### src/rtl/ldn_cn_min2_acc.sv
// Per-lane min-sum check-node accumulator: tracks min1/min2/argmin/sign parity over deg SIMD beats.
// Define LDN_CN_OFFSET_EN to subtract OFFSET (floored at 0) from min1/min2 when the result is registered.
module ldn_cn_min2_acc #(
  parameter int Q       = 8,
  parameter int SIMD    = 8,
  parameter int MAX_DEG = 16,
  parameter int IDX_W   = $clog2(MAX_DEG),
  parameter int OFFSET  = 1
) (
  input  logic                          clk_i,
  input  logic                          rst_i,
  input  logic                          start_i,
  input  logic [$clog2(MAX_DEG+1)-1:0]  deg_i,
  output logic                          err_o,
  output logic                          busy_o,
  input  logic                          in_valid_i,
  output logic                          in_ready_o,
  input  logic [Q*SIMD-1:0]             in_data_i,
  output logic                          out_valid_o,
  input  logic                          out_ready_i,
  output logic [Q*SIMD-1:0]             min1_o,
  output logic [Q*SIMD-1:0]             min2_o,
  output logic [IDX_W*SIMD-1:0]         idx_o,
  output logic [SIMD-1:0]               sgn_o
);

  localparam int W     = Q * SIMD;
  localparam int DEG_W = $clog2(MAX_DEG + 1);
  localparam logic [Q-1:0] MAX_MAG = {1'b0, {(Q-1){1'b1}}};
  localparam logic [Q-1:0] ONE     = {{(Q-1){1'b0}}, 1'b1};
`ifdef LDN_CN_OFFSET_EN
  localparam logic [Q-1:0] OFF = Q'(OFFSET);
`endif

  typedef enum logic [1:0] {IDLE, ACC, OUT} state_t;

  state_t                 state_q, state_d;
  logic [IDX_W-1:0]       cnt_q, last_q;
  logic [W-1:0]           acc_min1_q, acc_min2_q, acc_min1_d, acc_min2_d;
  logic [W-1:0]           fin_min1, fin_min2;
  logic [IDX_W*SIMD-1:0]  acc_idx_q, acc_idx_d;
  logic [SIMD-1:0]        acc_sgn_q, acc_sgn_d;
  logic [Q-1:0]           mag [SIMD];
  logic                   deg_ok, accept_start, beat, last_beat;

  function automatic logic [Q-1:0] lane_offset(input logic [Q-1:0] v);
`ifdef LDN_CN_OFFSET_EN
    return (v > OFF) ? (v - OFF) : '0;
`else
    return v;
`endif
  endfunction

  assign deg_ok       = (deg_i >= DEG_W'(2)) && (deg_i <= DEG_W'(MAX_DEG));
  assign accept_start = (state_q == IDLE) && start_i && deg_ok;
  assign beat         = (state_q == ACC) && in_valid_i;
  assign last_beat    = beat && (cnt_q == last_q);

  always_ff @(posedge clk_i or posedge rst_i) begin
    if (rst_i) state_q <= IDLE;
    else       state_q <= state_d;
  end

  always_comb begin
    state_d     = state_q;
    busy_o      = 1'b0;
    in_ready_o  = 1'b0;
    out_valid_o = 1'b0;
    case (state_q)
      IDLE: if (accept_start) state_d = ACC;
      ACC: begin
        busy_o     = 1'b1;
        in_ready_o = 1'b1;
        if (last_beat) state_d = OUT;
      end
      OUT: begin
        busy_o      = 1'b1;
        out_valid_o = 1'b1;
        if (out_ready_i) state_d = IDLE;
      end
      default: state_d = IDLE;
    endcase
  end

  // Candidate per-lane update for the beat on in_data_i; -2^(Q-1) saturates to the max magnitude.
  always_comb begin
    acc_min1_d = acc_min1_q;
    acc_min2_d = acc_min2_q;
    acc_idx_d  = acc_idx_q;
    acc_sgn_d  = acc_sgn_q;
    fin_min1   = '0;
    fin_min2   = '0;
    for (int l = 0; l < SIMD; l++) begin
      if (!in_data_i[l*Q+Q-1])                 mag[l] = in_data_i[l*Q +: Q];
      else if (in_data_i[l*Q +: Q-1] == '0)    mag[l] = MAX_MAG;
      else                                     mag[l] = ~in_data_i[l*Q +: Q] + ONE;
      if (mag[l] < acc_min1_q[l*Q +: Q]) begin
        acc_min2_d[l*Q +: Q]         = acc_min1_q[l*Q +: Q];
        acc_min1_d[l*Q +: Q]         = mag[l];
        acc_idx_d[l*IDX_W +: IDX_W]  = cnt_q;
      end else if (mag[l] < acc_min2_q[l*Q +: Q]) begin
        acc_min2_d[l*Q +: Q] = mag[l];
      end
      acc_sgn_d[l]       = acc_sgn_q[l] ^ in_data_i[l*Q+Q-1];
      fin_min1[l*Q +: Q] = lane_offset(acc_min1_d[l*Q +: Q]);
      fin_min2[l*Q +: Q] = lane_offset(acc_min2_d[l*Q +: Q]);
    end
  end

  // Result registers only load on the final beat so they persist across idle periods.
  always_ff @(posedge clk_i or posedge rst_i) begin
    if (rst_i) begin
      cnt_q      <= '0;
      last_q     <= '0;
      acc_min1_q <= '0;
      acc_min2_q <= '0;
      acc_idx_q  <= '0;
      acc_sgn_q  <= '0;
      min1_o     <= '0;
      min2_o     <= '0;
      idx_o      <= '0;
      sgn_o      <= '0;
      err_o      <= 1'b0;
    end else begin
      err_o <= (state_q == IDLE) && start_i && !deg_ok;
      if (accept_start) begin
        cnt_q      <= '0;
        last_q     <= IDX_W'(deg_i - DEG_W'(1));
        acc_min1_q <= {SIMD{MAX_MAG}};
        acc_min2_q <= {SIMD{MAX_MAG}};
        acc_idx_q  <= '0;
        acc_sgn_q  <= '0;
      end else if (beat) begin
        cnt_q      <= cnt_q + IDX_W'(1);
        acc_min1_q <= acc_min1_d;
        acc_min2_q <= acc_min2_d;
        acc_idx_q  <= acc_idx_d;
        acc_sgn_q  <= acc_sgn_d;
        if (last_beat) begin
          min1_o <= fin_min1;
          min2_o <= fin_min2;
          idx_o  <= acc_idx_d;
          sgn_o  <= acc_sgn_d;
        end
      end
    end
  end

endmodule

### config.mk
export PLATFORM = sky130hd
export DESIGN_NAME = ldn_cn_min2_acc
export DESIGN_NICKNAME = d
export VERILOG_FILES = /design/src/rtl/ldn_cn_min2_acc.sv
export SDC_FILE = /design/constraint.sdc
export NUM_CORES = 1
export LEC_CHECK = 0
export ABC_AREA = 1
export BUFFER_PORTS_ARGS = -buffer_cell sky130_fd_sc_hd__buf_2
export CAP_MARGIN = 5
export CELL_PAD_IN_SITES_DETAIL_PLACEMENT = 0
export CELL_PAD_IN_SITES_GLOBAL_PLACEMENT = 1
export CORE_ASPECT_RATIO = 1.4
export CORE_MARGIN = 2
export CORE_UTILIZATION = 30
export CTS_CLUSTER_SIZE = 40
export DETAILED_ROUTE_END_ITERATION = 8
export PLACE_DENSITY_LB_ADDON = 0.05
export SLEW_MARGIN = 25
export SYNTH_ARGS = -nofsm -noshare
export SYNTH_HDL_FRONTEND = slang
export SYNTH_SLANG_ARGS = --single-unit
### constraint.sdc
create_clock -name clk_i -period 18.1 [get_ports clk_i]
set_input_delay 0.905 -clock clk_i [delete_from_list [all_inputs] [get_ports clk_i]]
set_output_delay 0.905 -clock clk_i [all_outputs]
set_load 0.02 [all_outputs]
## After elaboration in Yosys (flattened, before gate mapping)

Index checks and enable logic that the tools add are counted.

| operators by class | value |
|---|---|
| equal/unequal tests | 6 |
| bitwise gates (word level) | 17 |
| muxes and demuxes | 65 |
| order comparisons | 18 |
| add/subtract/negate cells | 10 |
| reduce and logical (&&, ||, !) cells | 20 |

Operator list:

| kind | count |
|---|---|
| $mux 8 | 42 |
| $mux 64 | 4 |
| $lt 8x8->1 | 16 |
| $add 8x1->8 const B | 8 |
| $mux 32 | 2 |
| $not 8->8 | 8 |
| $logic_not 7->1 | 8 |
| $mux 4 | 10 |
| $xor 1x1->1 | 8 |
| $logic_and 1x1->1 | 6 |
| $mux 2 | 3 |
| $ne 2x2->1 const B | 3 |
| $pmux 2 s3 | 1 |
| $reduce_and 3->1 | 2 |
| $ge 5x2->1 const B | 1 |
| $le 5x5->1 const B | 1 |
| $add 4x1->4 const B | 1 |
| $eq 4x4->1 | 1 |
| $sub 4x1->4 const B | 1 |
| $mux 1 | 3 |
| $eq 2x1->1 const B | 1 |
| $eq 2x2->1 const B | 1 |
| $logic_not 2->1 | 1 |
| $reduce_bool 2->1 | 1 |
| 3 further kinds | 3 |

| storage, ports and cells | value |
|---|---|
| register bits | 347 |
| input bits | 74 |

## Longest topological paths before layout

Gate-level depths: netlist (run 1).

| logic depth | value |
|---|---|
| depth after elaboration | 9 |
| gate-level depth with buffers | 20 |
| depth with buffers taken out | 19 |

## Least setup slack after synthesis (run 1)

Ideal clock, no wire load.

| timing path | value |
|---|---|
| path kind | in2reg |
| start | input in_data_i[40] |
| end | register acc_min2_q[41] |
| stages on the path | 17 |
| path buffers | 0 |
| arrival time | 3.192 ns |
| library setup time | 0.119 ns |
| path slack | 14.789 ns |
| path through | inv_1 > ha_1 > nand2_1 > nor2_1 > nand3_2 > inv_1 > a21oi_1 > o21ai_0 > ha_1 > a21oi_1 > nor2_1 > a211oi_2 > nand2_1 > nand2_1 > nand3_1 > nand3_1 > nand2_1 |

| on the way | value |
|---|---|
| cells in the longest elaborated chain, start to end | 9 |

RTL lines:

| item | RTL line | RTL |
|---|---|---|
| from (decl) | 18 | `input logic [Q*SIMD-1:0] in_data_i,` |
| $not 8->8 | 96 | `else mag[l] = ~in_data_i[l*Q +: Q] + ONE;` |
| $add 8x1->8 | 96 |  |
| $mux 8 | 95 | `else if (in_data_i[l*Q +: Q-1] == '0) mag[l] = MAX_MAG;` |
| $mux 8 * | 94 | `if (!in_data_i[l*Q+Q-1]) mag[l] = in_data_i[l*Q +: Q];` |
| $lt 8x8->1 | 101 | `end else if (mag[l] < acc_min2_q[l*Q +: Q]) begin` |
| $mux 8 | 101 |  |
| $mux 8 * | 97 | `if (mag[l] < acc_min1_q[l*Q +: Q]) begin` |
| $mux 64 * | 133 | `end else if (beat) begin` |
| $mux 64 * | 126 | `if (accept_start) begin` |
| to (signal assigned) | 130 | `acc_min2_q <= {SIMD{MAX_MAG}};` |
| to (signal assigned) | 136 | `acc_min2_q <= acc_min2_d;` |
| to (decl) | 39 | `logic [W-1:0] acc_min1_q, acc_min2_q, acc_min1_d, acc_min2_d;` |

Every way passes the cells marked *; elsewhere a longest branch is shown, timed or not. The select of a mux whose other input is x is not followed.
A chain may end at the register's enable or synchronous reset.

## Worst setup path after layout (run 1)

| timing path | value |
|---|---|
| start | input deg_i[0] |
| end | register min2_o[45] |

| on the way | value |
|---|---|
| cells in the longest elaborated chain, start to end | 5 |

RTL lines:

| item | RTL line | RTL |
|---|---|---|
| from (decl) | 13 | `input logic [$clog2(MAX_DEG+1)-1:0] deg_i,` |
| $ge 5x2->1 or $le 5x5->1 (tied branches) | 54 | `assign deg_ok = (deg_i >= DEG_W'(2)) && (deg_i <= DEG_W'(MAX_DEG));` |
| $logic_and 1x1->1 * | 54 |  |
| $logic_and 1x1->1 * | 55 | `assign accept_start = (state_q == IDLE) && start_i && deg_ok;` |
| $not 1->1 (no source line) * | n/a |  |
| $reduce_and 3->1 (no source line) * | n/a |  |
| to (signal assigned) | 141 | `min2_o <= fin_min2;` |
| to (decl) | 22 | `output logic [Q*SIMD-1:0] min2_o,` |

Every way passes the cells marked *; elsewhere a longest branch is shown, timed or not.

==> results.toml, run 1 <==
[grt]
grt_overflow = 0
antenna_found_initial = 3
grt_pass1_wl_mm = 115
grt_start_max_net_pins = 138
first_global_vias = 19600
grt_util_all_layers = 0.208

[synth]
synth.cell_area_um2 = 20900
async_flop_share = 1.00
ys_types = 36
syn_avg_cell_area_um2 = 7.32
ys_top_cells_by_area = "dfrtp_1 (42%), nand2_1 (16%), nand3_1 (12%)"
syn_inst = 2853
synth_nets = 3053
ys_warn_count = 0
ys_ff_latch = 347
yosys.area.top_type_share = 0.416
synth_seq_area_share = 0.416
yosysTopAreaCell = "dfrtp_1"
ys.flop_type = "dfrtp_1"
synth-edff-count = 0

[clock_network]
numCtsBuffers = 41
cts_tree = "yes"
ctsLongestPathBuffers = 3
ctsResizeCount = 0
cts.sinks = 347
h-tree-depth = 2
cts_hold_buf = 0
ctsRootBufferMaster = "clkbuf_16"
clock_insertion_delay_worst_skew_ns = 0.57
clkTransAtPathRegs_ns = 0.06
post-cts-setup-buffers = 0

[placement]
hpwl_mm = 49.1
gp_congestion = 0.799
numPortBuffers = 245
post-place-ws_ns = 11.81

[sta]
worstMarginPinSlew_ns = 1.05
fin_crit_ns = 5.57
clock_skew_ns = 0.0206
max_freq_ghz = 0.179
drv_slew = 0
setup_ws_ns = 12.53
hold_violations = 0
rsz0062_at_grt = "no"
period_share = 0.308
tns_ns = 0
slew_headroom = 0.303
finalSetupViolCount = 0

[final_layout]
fin_nets = 3229
syn_to_final_growth_pct = 16.4
fill_cells = 7479
multi_input_area_um2 = 10400
seqCellArea_um2 = 8680
n_antenna_cell = 0
drive_above_1_share = 0.129

[critical_path]
crit_fanout = 108
rrSetupSlack_ns = 12.71
start_kind = "primary input"
crit_chain = "buf_2 -> inv_1 -> ha_1 -> nor2_1 -> nand3_1 -> nand2_1 -> nor2_4 -> inv_2 -> nand2_2 -> clkinv_2 -> nand2_8 -> inv_4 -> buf_4 -> nand3_1 -> nand2_1"
critPathKind = "in -> reg"
crit_path_max_incr_delay_ns = 0.94
cp.arrival_ns = 6.07
cp.required_ns = 18.60
endpoint_kind = "register"
slowest_stage = "inv_4"

[floorplanning]
start_util = 0.303
core-area_um2 = 68900
rows = 114
io_pins = 246
fp.dieH_um = 316
die-area_um2 = 71700
die_w_um = 227

[outcome]
status = "completed"

[job]
cap_viol_max_count = 0

[detailed_routing]
drtAntennaViolNets = 0
firstDrtPassIters = 5
viasPerCell = 4.90
via_count = 19500
post_drt_wl_per_cell_um = 18.8
drtIter0Drc = 1192
wl_mm = 74.8
drc_errors = 0

[pwr]
powerDensity_nw_per_um2 = 169
p_leak_nw = 13.4
ir_worst_vdd_v = 0.0000756

[min_path]
hold_class = "in -> async"
[per-layer routing]
metal  GRT usage  part of all wire  wire length, µm  vias to the layer above
li1            -                 -                -                     9621
met5           0           0.00021               16                        -
met4      0.0611             0.027             2010                        2
met2       0.370              0.50            37000                      400
met3      0.0317             0.044             3280                       93
met1       0.260              0.43            32400                     9413
[placed cells by master, fill, tap and decap left out, types with 20 or more instances in the layout]
cell,n
nor2_1,132
nand3_1,509
a21oi_1,133
nand3b_1,26
ha_1,126
o21ai_0,127
nor3_1,20
clkbuf_16,43
dfrtp_1,347
buf_2,245
nand2_1,872
inv_1,304
[cell families (layout without fill, tap and decap cells)]
| logic type | count (synthesis) | count (layout) | synth area share |
|---|---|---|---|
| XOR/XNOR | 20 | 20 | 0.00839 |
| flip-flops | 347 | 347 | 0.416 |
| AO/OA/AOI/OAI | 305 | 305 | 0.0785 |
| buffers and inverters | 455 | 660 | 0.0905 |
| adder cells (fa/ha/maj) | 126 | 126 | 0.0755 |
| AND/OR/NAND/NOR | 1600 | 1600 | 0.331 |
[layout make-up]
cell class	count	area share
sequential	347	0.358
tap	928	0.0478
clock inverter	10	0.00556
timing repair buffer	265	0.0591
inverter	323	0.0504
clock buffer	62	0.0526
multi-input combinational	2051	0.427
[critical path: cells and delay by family]
kind	cells	cell delay, ns
adder cells (fa/ha/maj)	1	0.20
buffers and inverters	6	3.34
AND/OR/NAND/NOR	8	1.53
[worst paths after layout]
path	from	end	cells past startpoint
worst max register to register	state_q[0]	min2_o[45]	12
max in group asynchronous	rst_i	acc_min1_q[62]	3
worst max-delay path	deg_i[0]	min2_o[45]	15
min in group clk_i	min1_o[47]	min1_o[47]	2
worst min-delay path	rst_i	min2_o[42]	2
worst min register to register	min1_o[47]	min1_o[47]	2
[sequential cells by signal (all words and copies together) (netlist names)]
signal and flops:
min1_o 64, min2_o 64, idx_o 32, sgn_o 8, err_o 1, last_q 4, state_q 2, acc_min1_q 64
acc_sgn_q 8, acc_min2_q 64, cnt_q 4, acc_idx_q 32
[power by group]
part	switching (mW)	internal (mW)	total [mW]	leakage, nW
Clock	0.361	0.529	0.890	0.697
Combinational	1.35	0.600	1.95	8.37
Sequential	0.204	1.07	1.27	4.35
[cell usage after synthesis, types with 8 or more instances]
cell type	n
o21ai_1	17
inv_2	14
a21oi_1	133
clkbuf_1	45
a211oi_1	8
dfrtp_1	347
o21ai_0	127
nor2_1	132
nand3_2	8
nand2_1	873
o211ai_1	8
xnor2_1	15
ha_1	126
buf_2	54
nor3_1	20
inv_1	306
buf_4	24
nand3b_1	26
nand3_1	509
a211oi_2	8
nand2_2	11
[through the flow]
stage | util | power, mW | hold slack [ns] | instance area [µm²] | instances
floorplan | - | 2.61 | 0.460 | 20900 | 2853
finish | 0.353 | 4.11 | 0.389 | 24300 | 3986
global placement | 0.331 | 3.25 | 0.465 | 22800 | 3912
detailed placement | 0.332 | 3.26 | 0.461 | 22800 | 3913
CTS | 0.352 | 4.19 | 0.411 | 24300 | 3985
global route | 0.353 | 4.48 | 0.436 | 24300 | 3986
Power figures use the tool's default switching activity.
==> run 2: changes to the inputs <==
==> constraint.sdc (replaced) <==
create_clock -name clk_i -period 5 [get_ports clk_i]
set_input_delay 0.25 -clock clk_i [delete_from_list [all_inputs] [get_ports clk_i]]
set_output_delay 0.25 -clock clk_i [all_outputs]
set_load 0.02 [all_outputs]
==> results.toml, run 2 (same netlist as run 1, synthesis figures left out) <==
[outcome]
status = "completed"

[critical_path]
endpoint_kind = "register"
slowest_stage = "clkinv_1"
crit_chain = "inv_1 -> ha_1 -> nand2_4 -> buf_4 -> nand2_8 -> clkinv_1 -> buf_4 -> nand2_1 -> nand2_1 -> inv_1 -> nand2_1"
r2r_end = "acc_min2_q[40]"
cpLargestDelayFamily = "buffers and inverters"
r2r_start = "state_q[1]"
start_kind = "register"
cp.arrival_ns = 4.11
critPathKind = "reg -> reg"
crit_top_cell = "nand2_1"
cp.buffers_inverters = 5
crit_path_max_incr_delay_ns = 0.71
crit_fanout = 70
worstRegToRegCells = 11
rrSetupSlack_ns = 1.35
cp.required_ns = 5.46

[final_layout]
post-route-util = 0.357
syn_to_final_growth_pct = 17.9
fin_nets = 3252
final_common_cell = "nand2_1"
mostFrequentLayoutCells = "nand2_1 (872), nand3_1 (509), dfrtp_1 (347)"
final_cell_area_um2 = 24600
final_cells = 4015
drive_above_1_share = 0.133

[clock_network]
cts_tree = "yes"
cts.sinks = 347
ctsLongestPathBuffers = 3
post-cts-setup-buffers = 0
numCtsBuffers = 43
ctsRootBufferMaster = "clkbuf_16"
h-tree-depth = 2
ctsResizeCount = 0
clock_insertion_delay_worst_skew_ns = 0.59
clkTransAtPathRegs_ns = 0.06
cts_hold_buf = 4

[placement]
gp_congestion = 0.797
placedCellCount = 3929
post-place-ws_ns = 1.12
numPortBuffers = 245
placed_cell_area_um2 = 23000
hpwl_mm = 49.0

[sta]
finalSetupViolCount = 0
fin_crit_ns = 3.65
max_freq_ghz = 0.274
setup_ws_ns = 1.35
drv_slew = 0
rsz0062_at_grt = "no"
clock_skew_ns = 0.0178
hold_violations = 0
whs_ns = 0.0622
period_share = 0.730
worstMarginPinSlew_ns = 0.901
tns_ns = 0
slew_headroom = 0.399

[grt]
grt_overflow = 0
grt_util_all_layers = 0.209
grt_pass1_wl_mm = 116
first_global_vias = 20000
antenna_found_initial = 4
grt_start_max_net_pins = 164

[pwr]
p_leak_nw = 13.6
powerDensity_nw_per_um2 = 616
ir_worst_vdd_v = 0.000299
total_power_mw = 15.2

[job]
cap_viol_max_count = 0

[floorplanning]
fp.dieH_um = 316
die_w_um = 227
core-area_um2 = 68900
die-area_um2 = 71700
io_pins = 246
rows = 114
start_util = 0.303

[detailed_routing]
firstDrtPassIters = 6
wl_mm = 74.1
drtAntennaViolNets = 0
drc_errors = 0
drtIter0Drc = 1092
viasPerCell = 4.85
post_drt_wl_per_cell_um = 18.5
via_count = 19500

[min_path]
min_path_cells = 5
hold_class = "in -> reg"
holdPathEnd = "acc_min1_q[56]"
hold_path_startpoint = "in_data_i[56]"
==> run 2: worst max path at each step <==
stage / from / end / slack (ns) / cells after the start
detailed placement: in_data_i[8] / min2_o[9] / 1.12 / 18
finish: state_q[1] / acc_min2_q[40] / 1.35 / 11
global placement: in_data_i[8] / min2_o[9] / 1.16 / 18
global route: state_q[1] / acc_min2_q[24] / 1.12 / 11
CTS: state_q[1] / acc_min2_q[24] / 1.29 / 11
floorplan: rst_i / acc_idx_q[0] / 0.11 / 1
==> run 2: layer usage <==
layer,up-vias,routed length [µm],GRT usage,share of wire
met5,-,25,0,0.00034
met4,4,2170,0.0661,0.029
met3,95,3060,0.0355,0.041
met2,351,36700,0.369,0.50
met1,9350,32100,0.259,0.43
li1,9668,-,-,-
==> run 2: tightest hold or removal path, stage by stage <==
cell and delay [ns]:
buf_2 0.10, nor2_1 0.06, nand2_1 0.08, nand3_1 0.06
nand2_1 0.05
==> run 2: final cells by class <==
class | instances | area [µm²]
Fill cell | 7417 | 44300
Antenna cell | 2 | 5.00
Clock buffer | 63 | 1260
Timing Repair Buffer | 286 | 1620
Tap cell | 928 | 1160
Sequential cell | 347 | 8680
Inverter | 323 | 1220
Multi-Input combinational cell | 2051 | 10400
Clock inverter | 15 | 289
==> run 2: where the power goes <==
group	switching (mW)	internal [mW]
clock	1.35	2.16
sequential	0.691	3.87
combinational	4.87	2.21
total	6.91	8.24
